<file path="src/rtl/io_dec_pkg.sv">
// Shared types and constants for the I/O device decoder.
package io_dec_pkg;

  // Decoder FSM states.
  typedef enum logic [1:0] {
    IDLE,
    ACTIVE,
    HOLD
  } dec_state_e;

  // Address bits [31:20] of every access routed to this decoder.
  localparam logic [11:0] IO_BASE = 12'hFFD;

  // Width of the slot field caps the number of device slots.
  localparam int unsigned MAX_SLOTS = 16;

  // Read data returned with any error ack unless overridden.
  localparam logic [31:0] ERR_DATA_DFLT = 32'hDEADBEEF;

  // Timeout counter width; the counter saturates at its all-ones value.
  localparam int unsigned CTR_W = 10;

endpackage

</file>
<file path="src/rtl/io_timeout_ctr.sv">
// Saturating cycle counter that flags when a programmed limit is reached.
module io_timeout_ctr
  import io_dec_pkg::*;
(
  input  logic             clk_i,
  input  logic             rst_i,
  input  logic             clr_i,
  input  logic             en_i,
  input  logic [CTR_W-1:0] limit_i,
  output logic             expired_o
);

  logic [CTR_W-1:0] r_cnt;

  // Count enabled cycles; clear wins over enable; hold at all-ones.
  always_ff @(posedge clk_i or posedge rst_i) begin
    if (rst_i) begin
      r_cnt <= '0;
    end else if (clr_i) begin
      r_cnt <= '0;
    end else if (en_i && (r_cnt != {CTR_W{1'b1}})) begin
      r_cnt <= r_cnt + 1'b1;
    end
  end

  assign expired_o = (r_cnt == limit_i);

endmodule

</file>
<file path="src/rtl/io_device_decoder.sv">
// Fans one bridge request out to a single device slot and returns its ack,
// converting unmapped slots and silent devices into an error ack.
module io_device_decoder
  import io_dec_pkg::*;
#(
  parameter int unsigned NDEV       = 8,
  parameter int unsigned SLOT_LSB   = 16,
  parameter int unsigned TMO_CYCLES = 255,
  parameter logic [31:0] ERR_DATA   = ERR_DATA_DFLT
) (
  input  logic               clk_i,
  input  logic               rst_i,
  input  logic               s_cyc_i,
  input  logic               s_stb_i,
  input  logic               s_we_i,
  input  logic [3:0]         s_sel_i,
  input  logic [31:0]        s_adr_i,
  input  logic [31:0]        s_dat_i,
  output logic               s_ack_o,
  output logic               s_err_o,
  output logic [31:0]        s_dat_o,
  output logic [NDEV-1:0]    d_cyc_o,
  output logic [NDEV-1:0]    d_stb_o,
  output logic               d_we_o,
  output logic [3:0]         d_sel_o,
  output logic [31:0]        d_adr_o,
  output logic [31:0]        d_dat_o,
  input  logic [NDEV-1:0]    d_ack_i,
  input  logic [32*NDEV-1:0] d_dat_i
);

  localparam logic [CTR_W-1:0] TmoLimit = CTR_W'(TMO_CYCLES - 1);

  dec_state_e       r_state, w_state_nxt;
  logic [3:0]       r_slot, w_slot_nxt;
  logic [NDEV-1:0]  r_dsel, w_dsel_nxt;
  logic             r_ack, w_ack_nxt;
  logic             r_err, w_err_nxt;
  logic [31:0]      r_sdat, w_sdat_nxt;
  logic             r_we, w_we_nxt;
  logic [3:0]       r_sel, w_sel_nxt;
  logic [31:0]      r_adr, w_adr_nxt;
  logic [31:0]      r_wdat, w_wdat_nxt;

  logic [3:0]       w_slot;
  logic             w_mapped;
  logic [NDEV-1:0]  w_onehot;
  logic             w_dev_ack;
  logic [31:0]      w_rdat;
  logic             w_ctr_clr;
  logic             w_expired;

  assign w_slot   = s_adr_i[SLOT_LSB+3:SLOT_LSB];
  assign w_mapped = ({1'b0, w_slot} < 5'(NDEV));

  // Decode the incoming slot to a one-hot device select.
  always_comb begin
    w_onehot = '0;
    for (int k = 0; k < NDEV; k++) begin
      w_onehot[k] = (w_slot == 4'(k));
    end
  end

  // Masking with the live select ignores acks from any other slot.
  assign w_dev_ack = |(d_ack_i & r_dsel);

  // Read-data mux keyed by the latched slot.
  always_comb begin
    w_rdat = '0;
    for (int k = 0; k < NDEV; k++) begin
      if (r_slot == 4'(k)) begin
        w_rdat = d_dat_i[32*k +: 32];
      end
    end
  end

  io_timeout_ctr u_tmo (
    .clk_i     (clk_i),
    .rst_i     (rst_i),
    .clr_i     (w_ctr_clr),
    .en_i      (r_state == ACTIVE),
    .limit_i   (TmoLimit),
    .expired_o (w_expired)
  );

  // Next-state and registered-output logic.
  always_comb begin
    w_state_nxt = r_state;
    w_slot_nxt  = r_slot;
    w_dsel_nxt  = r_dsel;
    w_ack_nxt   = r_ack;
    w_err_nxt   = r_err;
    w_sdat_nxt  = r_sdat;
    w_we_nxt    = r_we;
    w_sel_nxt   = r_sel;
    w_adr_nxt   = r_adr;
    w_wdat_nxt  = r_wdat;
    w_ctr_clr   = 1'b0;

    unique case (r_state)
      IDLE: begin
        if (s_cyc_i && s_stb_i && !r_ack) begin
          w_we_nxt   = s_we_i;
          w_sel_nxt  = s_sel_i;
          w_adr_nxt  = s_adr_i;
          w_wdat_nxt = s_dat_i;
          w_slot_nxt = w_slot;
          if (w_mapped) begin
            w_dsel_nxt  = w_onehot;
            w_ctr_clr   = 1'b1;
            w_state_nxt = ACTIVE;
          end else begin
            w_ack_nxt   = 1'b1;
            w_err_nxt   = 1'b1;
            w_sdat_nxt  = ERR_DATA;
            w_state_nxt = HOLD;
          end
        end
      end
      ACTIVE: begin
        if (!s_cyc_i) begin
          w_dsel_nxt  = '0;
          w_state_nxt = IDLE;
        end else if (w_dev_ack) begin
          w_ack_nxt   = 1'b1;
          w_err_nxt   = 1'b0;
          w_sdat_nxt  = w_rdat;
          w_dsel_nxt  = '0;
          w_state_nxt = HOLD;
        end else if (w_expired) begin
          w_ack_nxt   = 1'b1;
          w_err_nxt   = 1'b1;
          w_sdat_nxt  = ERR_DATA;
          w_dsel_nxt  = '0;
          w_state_nxt = HOLD;
        end
      end
      HOLD: begin
        // s_dat_o deliberately keeps its last value after the ack clears.
        if (!s_stb_i) begin
          w_ack_nxt   = 1'b0;
          w_err_nxt   = 1'b0;
          w_state_nxt = IDLE;
        end
      end
      default: begin
        w_dsel_nxt  = '0;
        w_ack_nxt   = 1'b0;
        w_err_nxt   = 1'b0;
        w_state_nxt = IDLE;
      end
    endcase
  end

  // State and output registers; reset drops device strobes immediately.
  always_ff @(posedge clk_i or posedge rst_i) begin
    if (rst_i) begin
      r_state <= IDLE;
      r_slot  <= '0;
      r_dsel  <= '0;
      r_ack   <= 1'b0;
      r_err   <= 1'b0;
      r_sdat  <= '0;
      r_we    <= 1'b0;
      r_sel   <= '0;
      r_adr   <= '0;
      r_wdat  <= '0;
    end else begin
      r_state <= w_state_nxt;
      r_slot  <= w_slot_nxt;
      r_dsel  <= w_dsel_nxt;
      r_ack   <= w_ack_nxt;
      r_err   <= w_err_nxt;
      r_sdat  <= w_sdat_nxt;
      r_we    <= w_we_nxt;
      r_sel   <= w_sel_nxt;
      r_adr   <= w_adr_nxt;
      r_wdat  <= w_wdat_nxt;
    end
  end

  assign s_ack_o = r_ack;
  assign s_err_o = r_err;
  assign s_dat_o = r_sdat;
  assign d_cyc_o = r_dsel;
  assign d_stb_o = r_dsel;
  assign d_we_o  = r_we;
  assign d_sel_o = r_sel;
  assign d_adr_o = r_adr;
  assign d_dat_o = r_wdat;

endmodule

</file>
<file path="config.mk">
export PLATFORM = sky130hd
export DESIGN_NAME = io_device_decoder
export DESIGN_NICKNAME = d
export VERILOG_FILES = /design/src/rtl/io_dec_pkg.sv /design/src/rtl/io_timeout_ctr.sv /design/src/rtl/io_device_decoder.sv
export SDC_FILE = /design/constraint.sdc
export NUM_CORES = 1
export LEC_CHECK = 0
export BUFFER_PORTS_ARGS = -buffer_cell sky130_fd_sc_hd__buf_2
export CAP_MARGIN = 20
export CORE_AREA = 2 2 179 181
export DETAILED_ROUTE_END_ITERATION = 10
export DIE_AREA = 0 0 181 183
export GPL_ROUTABILITY_DRIVEN = 1
export HOLD_SLACK_MARGIN = 0.12
export PLACE_DENSITY = 0.56
export SLEW_MARGIN = 20
export SYNTH_ARGS = -nofsm -noshare
export SYNTH_HDL_FRONTEND = slang
export SYNTH_SLANG_ARGS = --single-unit
</file>
<file path="constraint.sdc">
create_clock -name clk_i -period 5.9 [get_ports clk_i]
set_clock_uncertainty 0.1 [all_clocks]
set_input_delay 1.18 -clock clk_i [delete_from_list [all_inputs] [get_ports clk_i]]
set_output_delay 1.18 -clock clk_i [all_outputs]
set_load 0.05 [all_outputs]
</file>
==> results of run 1 <==
## routing by layer
| metal | vias up | wire length [µm] |
|---|---|---|
| met3 | 36 | 2642 |
| met2 | 321 | 14200 |
| li1 | 2953 | - |
| met5 | - | 73 |
| met4 | 14 | 512 |
| met1 | 3139 | 11050 |
## state kept, by name, indices dropped and copies added, names as in the netlist
| register | flops |
|---|---|
| d_adr_o | 29 |
| d_cyc_o | 8 |
| d_dat_o | 32 |
| d_sel_o | 4 |
| d_we_o | 1 |
| r_slot | 3 |
| r_state | 2 |
| s_ack_o | 1 |
| s_dat_o | 32 |
| s_err_o | 1 |
| u_tmo.r_cnt | 10 |
## where the power goes
group          internal (mW)  switching [mW]
clock network          0.687           0.441
logic                   1.09            2.04
registers               1.18           0.366
## final cells by class
| cell class | instances | area share, % |
|---|---|---|
| well taps | 402 | 4.978 |
| clock inverters | 14 | 1.820 |
| flip-flops and latches | 123 | 30.53 |
| multi-input cells | 347 | 34.88 |
| inverters | 7 | 0.3096 |
| repair buffers | 461 | 22.98 |
| diodes | 6 | 0.1486 |
| clock buffers | 18 | 4.346 |
## final timing paths
path                                        startpoint                 endpoint  slack [ps]
worst max-delay path             r_slot[2]$_DFFE_PP0P_              d_adr_o[18]        2830
worst min-delay path            s_dat_o[4]$_DFFE_PP0P_   s_dat_o[4]$_DFFE_PP0P_         390
worst max register to register   r_slot[0]$_DFFE_PP0P_  s_dat_o[24]$_DFFE_PP0P_        3130
worst min register to register  s_dat_o[4]$_DFFE_PP0P_   s_dat_o[4]$_DFFE_PP0P_         390
max in group asynchronous                        rst_i   d_sel_o[2]$_DFFE_PP0P_        3850
min in group asynchronous                        rst_i   d_dat_o[5]$_DFFE_PP0P_         810
## cell usage in the layout (no fill, tap or decap), types with 7 or more instances in the layout
master     netlist  routed
mux4_2          46      46
clkbuf_16        0      17
a32o_1           7       7
nor2_1          11      10
a22oi_1         43      43
o2bb2ai_1        7       7
a2bb2oi_1       24      24
nor2b_1         13      11
o22ai_1          7       7
nor3_1           7       7
o21ai_0         15      15
nand2_1         13      13
buf_2           22     455
mux2_2          69      69
dfrtp_1        123     121
## kinds of logic (layout without fill, tap and decap cells)
family,Yosys count,after routing,share of synthesized area (%)
other cells,0,6,0
xor+xnor,4,4,0.5073
flops,123,123,44.57
fa+ha+maj,2,2,0.3623
mux,120,120,26.97
buf+inv,57,500,4.674
simple gates,78,78,7.047
compound gates,143,143,15.87
## through the flow
step                hold slack [ps]  setup WS, ps  instances  instance area, µm²  power, mW
detailed placement            368.8          2438       1340                9467      4.731
global placement              371.7          2478       1340                9467      4.705
finish                        387.6          2832       1378               10100      5.812
floorplan                     371.1          1349        527                6907      3.879
CTS                           387.4          2733       1372               10090      5.901
global route                  402.7          2728       1374               10090      6.133
==> results.sh, run 1 <==
export IMPL_dr_pass1_iters=4
export IMPL_hold_path_class="register to register"
export IMPL_synth_ff_type="dfrtp_1"
export IMPL_antenna_found_initial=12
export IMPL_die_area_um2=33120
export IMPL_vias=6463
export IMPL_syn_nets=866
export IMPL_grt_met1_usage_pct=19.41
export IMPL_p_leak_nw=4.681
export IMPL_peakVddDrop_uv=329.9
export IMPL_syn2layout_area_growth_pct=46.30
export IMPL_synth_top_area_cell="dfrtp_1"
export IMPL_cts_tree="done"
export IMPL_track_usage_pct=16.75
export IMPL_cts_sinks=123
export IMPL_top_level_ports=456
export IMPL_yosysMostFrequentCell="dfrtp_1"
export IMPL_cts_setup_buffers=0
export IMPL_crit_required_ps=4620
export IMPL_slew_headroom_pct=33.75
export IMPL_overflow=0
export IMPL_min_period_ps=3068
export IMPL_routed_wl_um=28480
export IMPL_die_w_um=181
export IMPL_ys_seq_area_share_pct=44.57
export IMPL_cts_clk_slew_worst_paths_ps=60
export IMPL_io_buffers=455
export IMPL_grt_pass1_vias=6734
export IMPL_vias_per_cell=4.690
export IMPL_synth_seq_cells=123
export IMPL_drc=0
export IMPL_cts_htree_levels=4
export IMPL_yosys_warnings=0
export IMPL_outcome="finished clean"
export IMPL_cp_start_kind="register"
export IMPL_dp_hpwl_um=22110
export IMPL_drive_gt1_share_pct=64.85
export IMPL_nets=1296
export IMPL_powerDensity_nw_per_um2=575.2
export IMPL_drtIter0Drc=339
export IMPL_cp_arrival_ps=1790
export IMPL_critPathBufInv=1
export IMPL_end_kind="output port"
export IMPL_r2r_cells=6
export IMPL_synth_edf_count=0
export IMPL_final_hold_viol_count=0
export IMPL_start_util_pct=22.12
export IMPL_numCtsBuffers=17
export IMPL_crit_type="register to output port"
export IMPL_tns_ps=0
export IMPL_postCtsHoldBufs=0
export IMPL_final_setup_viol_count=0
export IMPL_ant_nets=0
export IMPL_slowest_stage="dfrtp_1"
export IMPL_cts_resized=0
export IMPL_yosysTopAreaCellShare_pct=44.57
export IMPL_die_h_um=183
export IMPL_whs_path_depth=1
export IMPL_coreArea_um2=31230
export IMPL_grt_use_met3_pct=5.937
export IMPL_clockBufferDepth=2
export IMPL_routabilityCongestion=0.8318
export IMPL_postLayoutCoreUtil_pct=32.36
export IMPL_worstMarginPinSlew_ps=991.6
export IMPL_timing_fmax_mhz=326.0
export IMPL_max_stage_delay_ps=960
export IMPL_cts_root_buf="clkbuf_16"
export IMPL_fin_crit_sh_pct=52.00
export IMPL_rsz0062_at_grt="false"
export IMPL_grt_pass1_wl_um=41310
export IMPL_wl_per_cell_um=20.67
export IMPL_seq_area_um2=3085
export IMPL_worstPathMaxFanout=20
export IMPL_yosys_top_cells_area="dfrtp_1 (45%), mux4_2 (15%), mux2_2 (11%)"
export IMPL_ys_types=58
export IMPL_cp_depth=1
export IMPL_netlist_top_cells_count="dfrtp_1 (123), mux2_2 (69), mux4_2 (46), a22oi_1 (43), a2bb2oi_1 (24)"
export IMPL_clk_latency_ps=420
export IMPL_synthArstFlopShare_pct=100.0
export IMPL_critPathTopFamily="flip-flops"
export IMPL_rows=65
export IMPL_grt_busiest_layer="met2"
export IMPL_multi_input_area_um2=3525
export IMPL_slew_violations=0
export IMPL_grt_max_degree=91
export IMPL_maxCapViolCount=0
export IMPL_grt_util_met2_pct=29.00
export IMPL_fill_cells=3241
export IMPL_netlist_instances=527
export IMPL_synthesis_area_um2=6907
export IMPL_syn_area_per_cell_um2=13.11
export IMPL_crit_chain="buf_2"
No activity file was read; power rests on OpenSTA's default activity.
==> run 2: changes to the inputs <==
CORE_AREA = 2 2 177 179   (was 2 2 179 181)
DIE_AREA = 0 0 179 181   (was 0 0 181 183)
PLACE_DENSITY = 0.58   (was 0.56)
clock period = 2.75 ns   (was 5.9 ns; I/O delays follow)
==> run 2 against run 1 <==
Sequential power grew 100%. Register-to-register slack lost 2600 ps. Via count grew 1.1%. Utilization increased by 1.2 points. Final area grew 0.71%. Worst hold slack lost 250 ps. Sequential share of layout area down 0.21 points. Combinational power grew 120%. Clock-buffer cell count increased by 1. Wire length is 1.7% lower. Critical path type unchanged. Largest cell class unchanged. Highest routed layer unchanged.
==> results.sh, run 2 (synthesized netlist as in run 1, its figures left out) <==
export IMPL_final_cell_mix="buf_2 (455), dfrtp_1 (121), mux2_2 (69), mux4_2 (46), a22oi_1 (43)"
export IMPL_p_comb_share_pct=56.4
export IMPL_vias_per_cell=4.730
export IMPL_crit_chain="buf_12 > buf_2"
export IMPL_dp_hpwl_um=22680
export IMPL_swShare_pct=49.09
export IMPL_cts_setup_buffers=0
export IMPL_worstMarginPinSlew_ps=928.2
export IMPL_die_w_um=179
export IMPL_seq_area_um2=3085
export IMPL_cts_root_buf="clkbuf_16"
export IMPL_hold_path_class="primary input to asynchronous set/reset pin"
export IMPL_outcome="finished clean"
export IMPL_track_usage_pct=16.95
export IMPL_io_buffers=455
export IMPL_powerDensity_nw_per_um2=1206
export IMPL_timing_fmax_mhz=429.4
export IMPL_postCtsHoldBufs=0
export IMPL_slew_headroom_pct=37.93
export IMPL_cts_sinks=123
export IMPL_critPathBufInv=2
export IMPL_fin_crit_sh_pct=84.69
export IMPL_slowest_stage="dfrtp_4"
export IMPL_r2r_slack_ps=500
export IMPL_final_common_cell="buf_2"
export IMPL_report_power_total_mw=12.27
export IMPL_numCtsBuffers=17
export IMPL_worstPathMaxFanout=54
export IMPL_final_hold_viol_count=0
export IMPL_dr_pass1_iters=4
export IMPL_antenna_found_initial=10
export IMPL_clk_latency_ps=420
export IMPL_overflow=0
export IMPL_cp_arrival_ps=1680
export IMPL_maxCapViolCount=0
export IMPL_min_period_ps=2329
export IMPL_drive_gt1_share_pct=65.07
export IMPL_grt_pass1_vias=6776
export IMPL_cts_resized=0
export IMPL_cts_htree_levels=4
export IMPL_die_area_um2=32400
export IMPL_power_frac_clock_pct=17.9
export IMPL_nets=1308
export IMPL_top_level_ports=456
export IMPL_wl_per_cell_um=20.26
export IMPL_grt_pass1_wl_um=40630
export IMPL_final_setup_viol_count=0
export IMPL_slew_violations=0
export IMPL_cts_tree="done"
export IMPL_routabilityCongestion=0.8635
export IMPL_grt_max_degree=64
export IMPL_ant_nets=0
export IMPL_fill_cells=3100
export IMPL_coreArea_um2=30350
export IMPL_p_int_mw=6.246
export IMPL_crit_type="register to output port"
export IMPL_p_seq_share_pct=25.7
export IMPL_rsz0062_at_grt="false"
export IMPL_routed_wl_um=28000
export IMPL_rows=64
export IMPL_cp_start_kind="register"
export IMPL_drtIter0Drc=355
export IMPL_critPathTopFamily="buffers and inverters"
export IMPL_peakVddDrop_uv=783.0
export IMPL_cts_clk_slew_worst_paths_ps=60
export IMPL_clockBufferDepth=2
export IMPL_die_h_um=181
export IMPL_syn2layout_area_growth_pct=47.34
export IMPL_drc=0
export IMPL_multi_input_area_um2=3525
export IMPL_end_kind="output port"
export IMPL_start_util_pct=22.76
export IMPL_tns_ps=0
export IMPL_vias=6537
export IMPL_crit_required_ps=2100
export IMPL_power_switching_mw=6.022
export IMPL_p_leak_nw=4.720
export IMPL_max_stage_delay_ps=570
## run 2: area by class of cell
class	instances	area share (%)
inverter	7	0.2951
clock inverter	13	1.328
timing repair buffer	473	24.20
multi-input combinational	347	34.64
tap	396	4.869
clock buffer	19	4.254
sequential	123	30.32
antenna	4	0.09836
## run 2: metrics by stage
step	std cells	utilization [%]	hold WS (ps)	worst slack [ps]	cell area (µm²)
2_1_floorplan	527	-	371.1	561.4	6910
3_3_place_gp	1346	31.63	369.5	371.7	9598
3_5_place_dp	1346	31.63	372.8	357.4	9598
4_1_cts	1378	33.50	145.4	378.8	10170
5_1_grt	1379	33.51	154.1	344.2	10170
6_report	1382	33.53	139.6	421.1	10180
## run 2: metal layers
metal  global-route usage, %  vias up  part of all wire (%)
li1                        -     2976                     -
met1                   19.68     3181                    39
met2                   29.38      339                    50
met3                   5.787       33                   9.2
met4                   4.748        8                   1.8
met5                       0        -                  0.18
## run 2: worst paths after layout
| kind | to | cells past startpoint | from |
|---|---|---|---|
| hold reg to reg | s_dat_o[14]$_DFFE_PP0P_ | 1 | s_dat_o[14]$_DFFE_PP0P_ |
| setup / recovery | d_adr_o[17] | 2 | r_slot[1]$_DFFE_PP0P_ |
| hold / removal | d_adr_o[13]$_DFFE_PP0P_ | 3 | rst_i |
| setup reg to reg | s_dat_o[17]$_DFFE_PP0P_ | 6 | r_slot[1]$_DFFE_PP0P_ |
| max in group asynchronous | r_slot[1]$_DFFE_PP0P_ | 3 | rst_i |
| min in group clk_i | d_adr_o[1]$_DFFE_PP0P_ | 2 | s_adr_i[1] |
## run 2: power groups by stage
stage	Sequential, mW	Combinational, mW	Clock, mW
detailed placement	3.17	7.02	0
finish	3.15	6.92	2.19
floorplan	5.38	2.94	0
CTS	3.17	7.02	2.28
global route	3.28	7.34	2.35
global placement	3.15	6.97	0
## run 2: worst reg2reg max path, delay by kind of cell (launching register included)
kind            cells  cell delay [ps]
simple gates        1              110
compound gates      3              820
flops               1              570
buf+inv             2              530
==> run 3: changes to the inputs <==
ABC_AREA = 1   (was default)
CORE_AREA = 2 2 176 178   (was 2 2 177 179)
DIE_AREA = 0 0 178 180   (was 0 0 179 181)
PLACE_DENSITY = 0.61   (was 0.58)
clock period = 2 ns   (was 2.75 ns; I/O delays follow)
==> run 3 against run 2 <==
Die area down 1.1%. Sequential power up 25%. Sequential share of layout area down 4.0 points. Register-to-register slack worse by 460 ps. Utilization up 5.3 points. Critical path depth up 7. Synthesized area up 7.2%. Critical endpoint is now s_dat_o[17]$_DFFE_PP0P_. Highest routed layer unchanged.
==> results.sh, run 3 <==
export IMPL_outcome="finished clean"
export IMPL_grt_pass1_wl_um=49240
export IMPL_end_kind="register"
export IMPL_die_area_um2=32040
export IMPL_slew_violations=0
export IMPL_cts_clk_slew_worst_paths_ps=70
export IMPL_ant_nets=0
export IMPL_start_util_pct=24.53
export IMPL_io_buffers=455
export IMPL_final_common_cell="buf_2"
export IMPL_wl_per_cell_um=18.02
export IMPL_clockBufferDepth=2
export IMPL_final_cell_mix="buf_2 (455), nand2_1 (207), nand3_1 (140), dfrtp_1 (122), nor2_1 (112)"
export IMPL_yosys_warnings=0
export IMPL_rsz0062_at_grt="false"
export IMPL_timing_fmax_mhz=511.4
export IMPL_final_setup_viol_count=0
export IMPL_slew_headroom_pct=64.94
export IMPL_crit_type="register to register"
export IMPL_vias=8862
export IMPL_grt_max_degree=63
export IMPL_cp_start_kind="register"
export IMPL_synthesis_area_um2=7405
export IMPL_crit_required_ps=2210
export IMPL_yosysTopAreaCellShare_pct=41.57
export IMPL_syn_area_per_cell_um2=7.618
export IMPL_synthArstFlopShare_pct=100.0
export IMPL_r2r_cells=9
export IMPL_grt_pass1_vias=8560
export IMPL_ys_seq_area_share_pct=41.57
export IMPL_worst_slack_ps=44.59
export IMPL_final_hold_viol_count=0
export IMPL_routabilityCongestion=0.9897
export IMPL_place_inst=1810
export IMPL_yosys_top_cells_area="dfrtp_1 (42%), nand2_1 (11%), mux2_2 (9.9%)"
export IMPL_cts_sinks=123
export IMPL_yosysMostFrequentCell="nand2_1"
export IMPL_final_area_um2=11720
export IMPL_fin_crit_sh_pct=97.77
export IMPL_nets=1835
export IMPL_dp_hpwl_um=26940
export IMPL_netlist_top_cells_count="nand2_1 (208), nand3_1 (140), dfrtp_1 (123), nor2_1 (117), inv_1 (103)"
export IMPL_final_instance_count_excl_fill=1911
export IMPL_antenna_found_initial=9
export IMPL_clk_latency_ps=420
export IMPL_drive_gt1_share_pct=42.35
export IMPL_p_leak_nw=6.169
export IMPL_crit_chain="inv_2 > nor2_2 > buf_12 > nand3_1 > nand3_1 > a21oi_1 > nand4_1 > nand2_1 > nand2_1"
export IMPL_coreArea_um2=30190
export IMPL_synth_ff_type="dfrtp_1"
export IMPL_die_w_um=178
export IMPL_cts_root_buf="clkbuf_16"
export IMPL_dpl_cell_area_um2=10420
export IMPL_drtIter0Drc=558
export IMPL_syn_nets=1311
export IMPL_syn2layout_area_growth_pct=58.25
export IMPL_dr_pass1_iters=6
export IMPL_critPathBufInv=2
export IMPL_synth_top_area_cell="dfrtp_1"
export IMPL_powerDensity_nw_per_um2=1389
export IMPL_peakVddDrop_uv=791.5
export IMPL_cts_setup_buffers=0
export IMPL_max_stage_delay_ps=480
export IMPL_top_level_ports=456
export IMPL_vias_per_cell=4.637
export IMPL_slowest_stage="dfrtp_2"
export IMPL_min_period_ps=1955
export IMPL_rows=64
export IMPL_synth_seq_cells=123
export IMPL_preCtsSetupSlack_ps=-119.6
export IMPL_cts_htree_levels=4
export IMPL_whs_path_depth=2
export IMPL_cp_arrival_ps=2170
export IMPL_ys_types=27
export IMPL_routed_wl_um=34430
export IMPL_track_usage_pct=20.45
export IMPL_maxCapViolCount=0
export IMPL_postLayoutCoreUtil_pct=38.81
export IMPL_cts_tree="done"
export IMPL_worstPathMaxFanout=31
export IMPL_synth_edf_count=0
export IMPL_overflow=0
export IMPL_netlist_instances=972
export IMPL_critPathTopFamily="simple AND/OR/NAND/NOR gates"
export IMPL_drc=0
export IMPL_hold_path_class="primary input to register"
export IMPL_die_h_um=180
export IMPL_worstMarginPinSlew_ps=524.8
export IMPL_cp_depth=9
export IMPL_numCtsBuffers=17
==> run 3: kinds of logic after synthesis <==
group,share of synthesized area (%)
muxes,9.885
and+or+nand+nor,33.12
xor gates and xnor gates,0.3549
adders and majority gates,0.3379
buffers and inverters,10.07
DFF,41.57
AOI/OAI and AO/OA,4.664
==> run 3: cell type report <==
cell class	count	area [µm²]
fill	3107	18470
multi-input combinational	679	3640
timing repair buffer	564	3473
sequential	123	3079
tap	396	495.5
clock buffer	18	429.2
inverter	111	425.4
clock inverter	14	160.2
antenna	6	15.01
==> run 3: repair_timing <==
item / CTS / global route
pin swaps: 0 / 0
hold buffers: 63 / 0
endpoints found under the setup margin: 3 / 41
resized for setup: 3 / 15
endpoints found under the hold margin: 78 / 0
==> run 3: worst paths after layout <==
path | slack, ps | to | start
worst max-delay path | 40 | s_dat_o[17]$_DFFE_PP0P_ | r_slot[1]$_DFFE_PP0P_
worst min-delay path | 140 | d_dat_o[21]$_DFFE_PP0P_ | s_dat_i[21]
worst max register to register | 40 | s_dat_o[17]$_DFFE_PP0P_ | r_slot[1]$_DFFE_PP0P_
worst min register to register | 380 | s_dat_o[20]$_DFFE_PP0P_ | s_dat_o[20]$_DFFE_PP0P_
max in group asynchronous | 690 | r_slot[1]$_DFFE_PP0P_ | rst_i
min in group asynchronous | 470 | d_dat_o[19]$_DFFE_PP0P_ | rst_i
==> run 3: metal layers <==
layer | GRT usage [%] | routed length (µm)
met1 | 24.24 | 13810
met2 | 35.78 | 16930
met3 | 5.351 | 2854
met4 | 6.361 | 796
met5 | 0 | 36
==> run 3: per-stage QoR <==
stage	setup TNS [ps]	hold WS, ps	power (mW)
floorplan	-1391	364.2	10.06
global placement	-202.8	358.4	12.84
detailed placement	-216.4	363.1	12.95
CTS	0	124.9	16.32
global route	0	126.4	17.10
finish	0	144.2	16.28
==> run 3: worst reg2reg max path: stages (launching register included) <==
cell and delay [ps]:
dfrtp_2 480, inv_2 140, nor2_2 70, buf_12 170
nand3_1 120, nand3_1 70, a21oi_1 330, nand4_1 200
nand2_1 110, nand2_1 50
==> run 3: power breakdown <==
| group | internal [mW] | switching, mW |
|---|---|---|
| combinational | 2.69 | 6.46 |
| clock | 1.86 | 1.30 |
| sequential | 3.40 | 0.554 |
| total | 7.95 | 8.32 |
